--- src/rtl/packet_queue_wr_arb_pkg.sv ---
// Shared types and helpers for the packet queue write arbiter.
package packet_queue_wr_arb_pkg;

  typedef enum logic [1:0] {
    IDLE  = 2'd0,
    XFER  = 2'd1,
    DRAIN = 2'd2
  } arb_state_e;

  // Widest request vector the round-robin helper handles.
  localparam int unsigned RR_MAX_N = 32;
  localparam int unsigned RR_IDX_W = $clog2(RR_MAX_N);

  // First set request at or after ptr, wrapping. Requests above the real
  // source count are zero, so wrapping at RR_MAX_N equals wrapping at N.
  function automatic logic [RR_IDX_W-1:0] rr_pick(input logic [RR_MAX_N-1:0] req,
                                                  input logic [RR_IDX_W-1:0] ptr);
    logic [RR_IDX_W-1:0] idx;
    logic                found;
    rr_pick = '0;
    found   = 1'b0;
    for (int k = 0; k < RR_MAX_N; k++) begin
      idx = ptr + RR_IDX_W'(k);
      if (!found && req[idx]) begin
        rr_pick = idx;
        found   = 1'b1;
      end
    end
  endfunction

endpackage

--- src/rtl/packet_queue_wr_arb_rr.sv ---
// Combinational round-robin pick from a request vector and a pointer.
module rr_arbiter_ptr
  import packet_queue_wr_arb_pkg::*;
#(
  parameter int unsigned N = 4,
  localparam int unsigned IDX_W = $clog2(N)
) (
  input  logic [N-1:0]     req,
  input  logic [IDX_W-1:0] ptr,
  output logic [IDX_W-1:0] pick,
  output logic             any
);

  logic [RR_IDX_W-1:0] pick_w;

  // Winner index is always below N, so the narrowing keeps it intact.
  always_comb begin
    pick_w = rr_pick(RR_MAX_N'(req), RR_IDX_W'(ptr));
    pick   = IDX_W'(pick_w);
    any    = |req;
  end

endmodule

--- src/rtl/packet_queue_wr_arb.sv ---
// Packet-granular round-robin write arbiter in front of one packet_queue.
// Optional statistics counters are built when PKT_Q_WR_ARB_STATS_EN is defined.
module packet_queue_wr_arb
  import packet_queue_wr_arb_pkg::*;
#(
  parameter int unsigned NUM_SRC_P     = 4,
  parameter int unsigned DATA_W_P      = 256,
  parameter int unsigned LOG2_ELS_P    = 6,
  parameter int unsigned MAX_PKT_ELS_P = 32
) (
  input  logic                            clk,
  input  logic                            rst,
  input  logic [NUM_SRC_P-1:0]            src_val,
  input  logic [NUM_SRC_P*DATA_W_P-1:0]   src_data,
  input  logic [NUM_SRC_P-1:0]            src_last,
  input  logic [NUM_SRC_P-1:0]            src_err,
  output logic [NUM_SRC_P-1:0]            src_rdy,
  output logic                            q_wr_req,
  output logic [DATA_W_P-1:0]             q_wr_data,
  input  logic                            q_full,
  output logic                            q_cmt_packet,
  output logic                            q_dump_packet,
  output logic                            pkt_cmt_val,
  output logic [$clog2(NUM_SRC_P)-1:0]    pkt_cmt_src,
  output logic [LOG2_ELS_P:0]             pkt_cmt_len
`ifdef PKT_Q_WR_ARB_STATS_EN
  ,
  input  logic                            stat_clr,
  output logic [31:0]                     stat_cmt_cnt,
  output logic [31:0]                     stat_drop_err_cnt,
  output logic [31:0]                     stat_drop_ovf_cnt
`endif
);

  localparam int unsigned SRC_IDX_W = $clog2(NUM_SRC_P);
  localparam int unsigned CNT_W     = LOG2_ELS_P + 1;

  arb_state_e           state;
  logic [SRC_IDX_W-1:0] g;
  logic [SRC_IDX_W-1:0] rr;
  logic [CNT_W-1:0]     cnt;
  logic                 ovf;

  logic [SRC_IDX_W-1:0] pick;
  logic                 any_req;
  logic [SRC_IDX_W-1:0] g_nxt;
  logic [CNT_W-1:0]     cnt_inc;
  logic [DATA_W_P-1:0]  src_beat [NUM_SRC_P];

  rr_arbiter_ptr #(.N(NUM_SRC_P)) u_rr (
    .req  (src_val),
    .ptr  (rr),
    .pick (pick),
    .any  (any_req)
  );

  // Unpack per-source beats and derive pointer/count increments.
  always_comb begin
    for (int i = 0; i < NUM_SRC_P; i++) begin
      src_beat[i] = src_data[i*DATA_W_P +: DATA_W_P];
    end
    g_nxt   = (g == SRC_IDX_W'(NUM_SRC_P - 1)) ? '0 : g + SRC_IDX_W'(1);
    cnt_inc = cnt + CNT_W'(1);
  end

  // Handshake and queue controls follow the granted source in the same cycle.
  always_comb begin
    src_rdy       = '0;
    q_wr_req      = 1'b0;
    q_wr_data     = '0;
    q_cmt_packet  = 1'b0;
    q_dump_packet = 1'b0;
    pkt_cmt_val   = 1'b0;
    pkt_cmt_src   = '0;
    pkt_cmt_len   = '0;
    case (state)
      XFER: begin
        src_rdy[g] = ~q_full;
        if (src_val[g] && !q_full) begin
          if (src_err[g] || ovf) begin
            q_dump_packet = 1'b1;
          end else begin
            q_wr_req  = 1'b1;
            q_wr_data = src_beat[g];
            if (src_last[g]) begin
              q_cmt_packet = 1'b1;
              pkt_cmt_val  = 1'b1;
              pkt_cmt_src  = g;
              pkt_cmt_len  = cnt_inc;
            end
          end
        end
      end
      DRAIN: src_rdy[g] = 1'b1;
      default: ;
    endcase
  end

  // Arbitration, beat counting, overflow tracking and packet sequencing.
  always_ff @(posedge clk or posedge rst) begin
    if (rst) begin
      state <= IDLE;
      g     <= '0;
      rr    <= '0;
      cnt   <= '0;
      ovf   <= 1'b0;
    end else begin
      case (state)
        IDLE: begin
          if (any_req) begin
            g     <= pick;
            cnt   <= '0;
            ovf   <= 1'b0;
            state <= XFER;
          end
        end
        XFER: begin
          if (q_dump_packet) begin
            cnt   <= '0;
            ovf   <= 1'b0;
            rr    <= g_nxt;
            state <= src_last[g] ? IDLE : DRAIN;
          end else if (q_cmt_packet) begin
            cnt   <= '0;
            rr    <= g_nxt;
            state <= IDLE;
          end else if (q_wr_req) begin
            cnt <= cnt_inc;
            if (cnt_inc == CNT_W'(MAX_PKT_ELS_P)) ovf <= 1'b1;
          end
        end
        DRAIN: begin
          if (src_val[g] && src_last[g]) state <= IDLE;
        end
        default: state <= IDLE;
      endcase
    end
  end

`ifdef PKT_Q_WR_ARB_STATS_EN
  logic inc_cmt;
  logic inc_err;
  logic inc_ovf;

  // Saturating increment; an increment in a clear cycle yields 1.
  function automatic logic [31:0] stat_next(input logic [31:0] v, input logic inc,
                                            input logic clr);
    if (inc)      stat_next = clr ? 32'd1 : ((v == 32'hFFFF_FFFF) ? v : v + 32'd1);
    else if (clr) stat_next = '0;
    else          stat_next = v;
  endfunction

  // Classify each packet outcome for the counters.
  always_comb begin
    inc_cmt = pkt_cmt_val;
    inc_err = q_dump_packet & src_err[g];
    inc_ovf = q_dump_packet & ~src_err[g];
  end

  // Commit and drop statistics.
  always_ff @(posedge clk or posedge rst) begin
    if (rst) begin
      stat_cmt_cnt      <= '0;
      stat_drop_err_cnt <= '0;
      stat_drop_ovf_cnt <= '0;
    end else begin
      stat_cmt_cnt      <= stat_next(stat_cmt_cnt, inc_cmt, stat_clr);
      stat_drop_err_cnt <= stat_next(stat_drop_err_cnt, inc_err, stat_clr);
      stat_drop_ovf_cnt <= stat_next(stat_drop_ovf_cnt, inc_ovf, stat_clr);
    end
  end
`endif

endmodule
--- config.mk ---
export PLATFORM = sky130hd
export DESIGN_NAME = packet_queue_wr_arb
export DESIGN_NICKNAME = d
export VERILOG_FILES = /design/src/rtl/packet_queue_wr_arb_pkg.sv /design/src/rtl/packet_queue_wr_arb_rr.sv /design/src/rtl/packet_queue_wr_arb.sv
export SDC_FILE = /design/constraint.sdc
export NUM_CORES = 1
export LEC_CHECK = 0
export BUFFER_PORTS_ARGS = -buffer_cell sky130_fd_sc_hd__buf_2
export CORE_AREA = 3 3 511 513
export CTS_BUF_LIST = sky130_fd_sc_hd__clkbuf_16
export CTS_CLUSTER_SIZE = 24
export DETAILED_ROUTE_END_ITERATION = 8
export DIE_AREA = 0 0 514 516
export MAX_ROUTING_LAYER = met4
export PLACE_DENSITY = 0.3
export SLEW_MARGIN = 20
export SYNTH_ARGS = -nofsm -noshare
export SYNTH_HDL_FRONTEND = slang
export SYNTH_HIERARCHICAL = 1
export SYNTH_SLANG_ARGS = --single-unit
--- constraint.sdc ---
create_clock -name clk -period 2.2 [get_ports clk]
set_input_delay 0.44 -clock clk [delete_from_list [all_inputs] [get_ports clk]]
set_output_delay 0.44 -clock clk [all_outputs]
set_load 0.02 [all_outputs]
==> results of run 1 <==
## per-layer routing
layer / global-route usage, %
met5: -
met4: 5.266
met3: 10.00
met2: 25.11
met1: 16.51
## logic make-up after synthesis
family	after synthesis	synth area share (%)
compound gates	46	3.847
xor+xnor	4	0.3728
fa+ha+maj	10	1.331
buf+inv	139	6.337
flops	14	3.727
mux	272	63.64
simple gates	327	20.74
## through the flow
stage / util (%) / setup slack [ns] / instance area (sq um) / hold slack, ns
after CTS: 8.928 / -0.6609 / 22920 / 0.3493
after floorplan: - / -0.01020 / 9497 / 0.3292
after global placement: 8.548 / -0.5559 / 21940 / 0.5756
after detailed placement: 8.548 / -0.5226 / 21940 / 0.5851
after global routing: 9.825 / -0.6677 / 25220 / 0.3634
## cells in the mapped netlist, types with 7 or more instances
master	number
and3_1	258
mux4_2	257
clkbuf_1	82
buf_2	30
nor2_1	23
inv_1	17
nand2_1	15
dfrtp_1	14
ha_1	10
a21oi_1	8
nand2b_1	7
nor2b_1	7
o21ai_0	7
## repair_timing
item                       CTS  global route
hold buffers                 0             0
resized for setup          103           296
pin swaps                    6            13
setup endpoints to repair  280           287
cloned                      13            26
buffers inserted            14            17
==> flow_summary.yaml, run 1 <==
global_route:
  grt_antenna_before_repair: 459
  overflow: 0
  grt_pass1_vias: 16700
  grt_first_pass_wirelength_microns: 254000
  grt_util_all_layers_pct: 16.06
  grt_start_max_net_pins: 48
floorplanning:
  die_y_microns: 516
  rows: 186
  ios: 1312
  start_util_pct: 3.662
  die_x_microns: 514
synthesis:
  ys_seq_elements: 14
  ys_top_cells_by_area: "mux4_2 (62%), and3_1 (17%), dfrtp_1 (3.7%)"
  netlist_area_sq_mm: 0.009399
  synth_edf_count: 0
  synth_top_area_cell: "mux4_2"
  synth_top_area_share_pct: 61.58
  synthFlopType: "dfrtp_1"
  ys.warnings.count: 6
  ys_types: 55
  synth_cells: 812
  ys_seq_area_share_pct: 3.727
  syn_nets: 1861
  syn_area_per_cell_sq_um: 11.58
  synth-async-reset-ratio_pct: 100.0
outcome:
  tool.error: "[ERROR DRT-0255] Maze Route cannot find path of net src_data[104] in worker of routeBox ( 483000 0 ) ( 514000 48300 )."
  lastStage: "detailed routing"
  status: "did not finish"
placed_design:
  gp_congestion: 1.083
  placed_cells_incl_taps: 5533
  place_hpwl_microns: 202200
  portBuffers: 1311
clock_tree:
  cts_buffers: 3
  htreeDepth: 1
  clock_sinks: 14
  clockBufferDepth: 2
  root_buffer: "clkbuf_16"
timing:
  grt-worst-endpoint: "q_wr_data[157]"
  worst-ep-kind: "primary output"
==> inputs of run 2 (changes only) <==
- CORE_AREA: 3 3 511 513 -> 3 3 515 517
- CTS_BUF_LIST: sky130_fd_sc_hd__clkbuf_16 -> not set
- CTS_CLUSTER_SIZE: 24 -> not set
- DIE_AREA: 0 0 514 516 -> 0 0 518 520
- MAX_ROUTING_LAYER: met4 -> not set
- PLACE_DENSITY: 0.3 -> not set
- PLACE_DENSITY_LB_ADDON: not set -> 0.15
- clock period: 2.2 -> 2.9 ns (I/O delays scaled with it)
==> run 2 against run 1 <==
The flow now finishes, with violations (negative setup slack). Global-route usage fell by 3.1 points. Synthesized cell count did not move. Area after synthesis did not move.
==> flow_summary.yaml, run 2 <==
hold_path:
  hold_class: "input pin to asynchronous set/reset pin"
placed_design:
  place_ws_ns: -0.1227
  portBuffers: 1311
  gp_congestion: 0.9345
  place_hpwl_microns: 164700
power:
  seqPwrFrac_pct: 2.2
  p_leak_nw: 10.85
  switching_share_pct: 48.09
  p_comb_share_pct: 96.1
  p_int_w: 0.009437
  power_density_mw_per_mm2: 733.3
  finalPower_w: 0.01818
  p_switching_w: 0.008742
  peakVddDrop_v: 0.0003114
  p_clk_share_pct: 1.8
timing:
  hold_viol: 0
  rsz0062_at_grt: "true"
  relSlewSlack_pct: 48.56
  skew_ns: 0.003802
  fmax_mhz: 338.7
  period_minus_slack_ns: 2.952
  tightest_slew_ns: 0.7708
  setup_ws_ns: -0.05244
  setup_viol: 24
  fin_crit_sh_pct: 101.8
  maxSlewViolCount: 0
synthesis:
  synth_top_family_by_area: "multiplexers"
  syn_area_per_cell_sq_um: 11.58
  synth_simple_gate_area_share_pct: 20.74
  synthFlopType: "dfrtp_1"
  syn_nets: 1861
  synth-compound-area-share_pct: 3.847
  ys_top_cells_by_area: "mux4_2 (62%), and3_1 (17%), dfrtp_1 (3.7%)"
  synth_edf_count: 0
  synth_xor_area_share_pct: 0.3727
  synthTopCellsByCount: "and3_1 (258), mux4_2 (257), clkbuf_1 (82)"
  synthAdderAreaFrac_pct: 1.331
  yosys.cell_count.top_type: "and3_1"
  netlist_area_sq_mm: 0.009399
  synth-async-reset-ratio_pct: 100.0
  synth_mux_area_share_pct: 63.64
  synth_top_area_share_pct: 61.58
  synth_top_area_cell: "mux4_2"
  ys_types: 55
  synth_cells: 812
  ys_seq_elements: 14
  ys_seq_area_share_pct: 3.727
  ys.warnings.count: 6
global_route:
  grt_util_all_layers_pct: 12.97
  grt_pass1_vias: 16350
  grt_antenna_before_repair: 275
  grt_first_pass_wirelength_microns: 220700
  overflow: 0
  grt_start_max_net_pins: 38
critical_path:
  cp_slowest_stage_delay_ns: 0.52
  critPathCaptureType: "output pin"
  r2r_cells: 9
  cp_cell_sequence: "buf_12 -> mux4_2 -> inv_4 -> a2111o_1 -> buf_6 -> inv_4 -> and2_4 -> buf_6"
  cp_num_cells: 8
  crit_family: "buffers and inverters"
  critPathMaxFanout: 5
  cp.required_ns: 2.32
  worst-path-buf-inv: 5
  cp_slowest_cell: "dfrtp_4"
  critPathArrivalTime_ns: 2.37
  crit_type: "register to output pin"
  startpoint_type: "register"
outcome:
  status: "finished with violations"
  violations: "negative setup slack"
floorplanning:
  rows: 188
  dieArea_sq_mm: 0.2694
  die_x_microns: 518
  ios: 1312
  die_y_microns: 520
  start_util_pct: 3.593
  coreArea_sq_mm: 0.2616
finish:
  area_growth_pct: 163.8
  largest_reg_flops: 7
  nets: 3241
  n_fill_cell: 30610
  regMostFlops: "cnt"
  mostFrequentLayoutCell: "buf_2"
  drive_gt1_share_pct: 87.63
  layout_common_cells: "buf_2 (1148), mux4_2 (257), buf_6 (144), and3_1 (131), and3_4 (126)"
clock_tree:
  clkTransAtPathRegs_ns: 0.06
  clock_sinks: 14
  htreeDepth: 1
  cts_buffers: 3
  clockBufferDepth: 2
  cts_tree: "done"
  cts_hold_buf: 0
  clkLatencyLatePin_ns: 0.26
  root_buffer: "clkbuf_16"
routing:
  vias_per_cell: 2.832
  finalWirelength_microns: 185900
  drtIter0Drc: 1100
  ant_nets: 0
  wl_per_cell_microns: 32.30
  drc: 0
  vias: 16300
  drt_first_pass_iters: 5
run:
  cap_violations: 0
run 2: cell counts after synthesis:
Identical to the previous run, type by type.
run 2: worst paths after layout:
check	start	slack, ns	endpoint
setup reg to reg	g[0]	0.28	rr[0]
max in group asynchronous	rst	1.87	g[1]
hold reg to reg	state[1]	0.53	state[1]
setup / recovery	g[0]	-0.05	pkt_cmt_len[1]
min in group clk	state[1]	0.53	state[1]
hold / removal	rst	0.45	cnt[6]
run 2: timing repair:
| action | CTS | global route |
|---|---|---|
| pin swaps | 58 | 45 |
| setup buffers | 50 | 3 |
| gates resized for setup | 422 | 127 |
| cloned | 24 | 13 |
| endpoints found under the setup margin | 238 | 230 |
run 2: kinds of logic after synthesis:
logic type | count (synthesis)
AND/OR/NAND/NOR | 327
multiplexers | 272
buffers and inverters | 139
AO/OA/AOI/OAI | 46
flip-flops | 14
adder cells (fa/ha/maj) | 10
XOR/XNOR | 4
run 2: layout make-up:
cell class	count	area [sq um]	area share [%]
tap	3515	4398	17.74
multi-input combinational	659	9201	37.12
sequential	14	357.8	1.443
timing repair buffer	1495	10540	42.53
antenna	50	125.1	0.5047
inverter	19	76.32	0.3079
clock buffer	4	88.84	0.3584
run 2: through the flow:
step	utilization [%]	TNS, ns	cell area [sq um]	cells	hold WS (ns)
final	9.477	-0.3520	24790	5756	0.4503
after global routing	9.462	-7.910	24750	5740	0.5360
after CTS	9.174	-3.301	24000	5695	0.5092
after detailed placement	8.078	-0.5211	21130	5622	0.5205
after global placement	8.078	-0.4189	21130	5622	0.5281
after floorplan	-	0	9399	812	0.4692
run 2: power by group through the flow:
stage	sequential, W	combinational [W]	clock (W)
floorplan	0.000348	0.00757	0
global placement	0.000436	0.0136	0
detailed placement	0.000437	0.0135	0
CTS	0.000396	0.0171	0.000333
global route	0.000408	0.0184	0.000337
finish	0.000393	0.0175	0.000319
run 2: per-layer routing:
metal	track usage, %	wire length (microns)	share of wire [%]
met1	12.63	61270	33
met2	24.14	95330	51
met3	6.666	21550	12
met4	2.988	6612	3.6
met5	0	1180	0.63
Note: power is estimated with default switching activity, not from simulation.
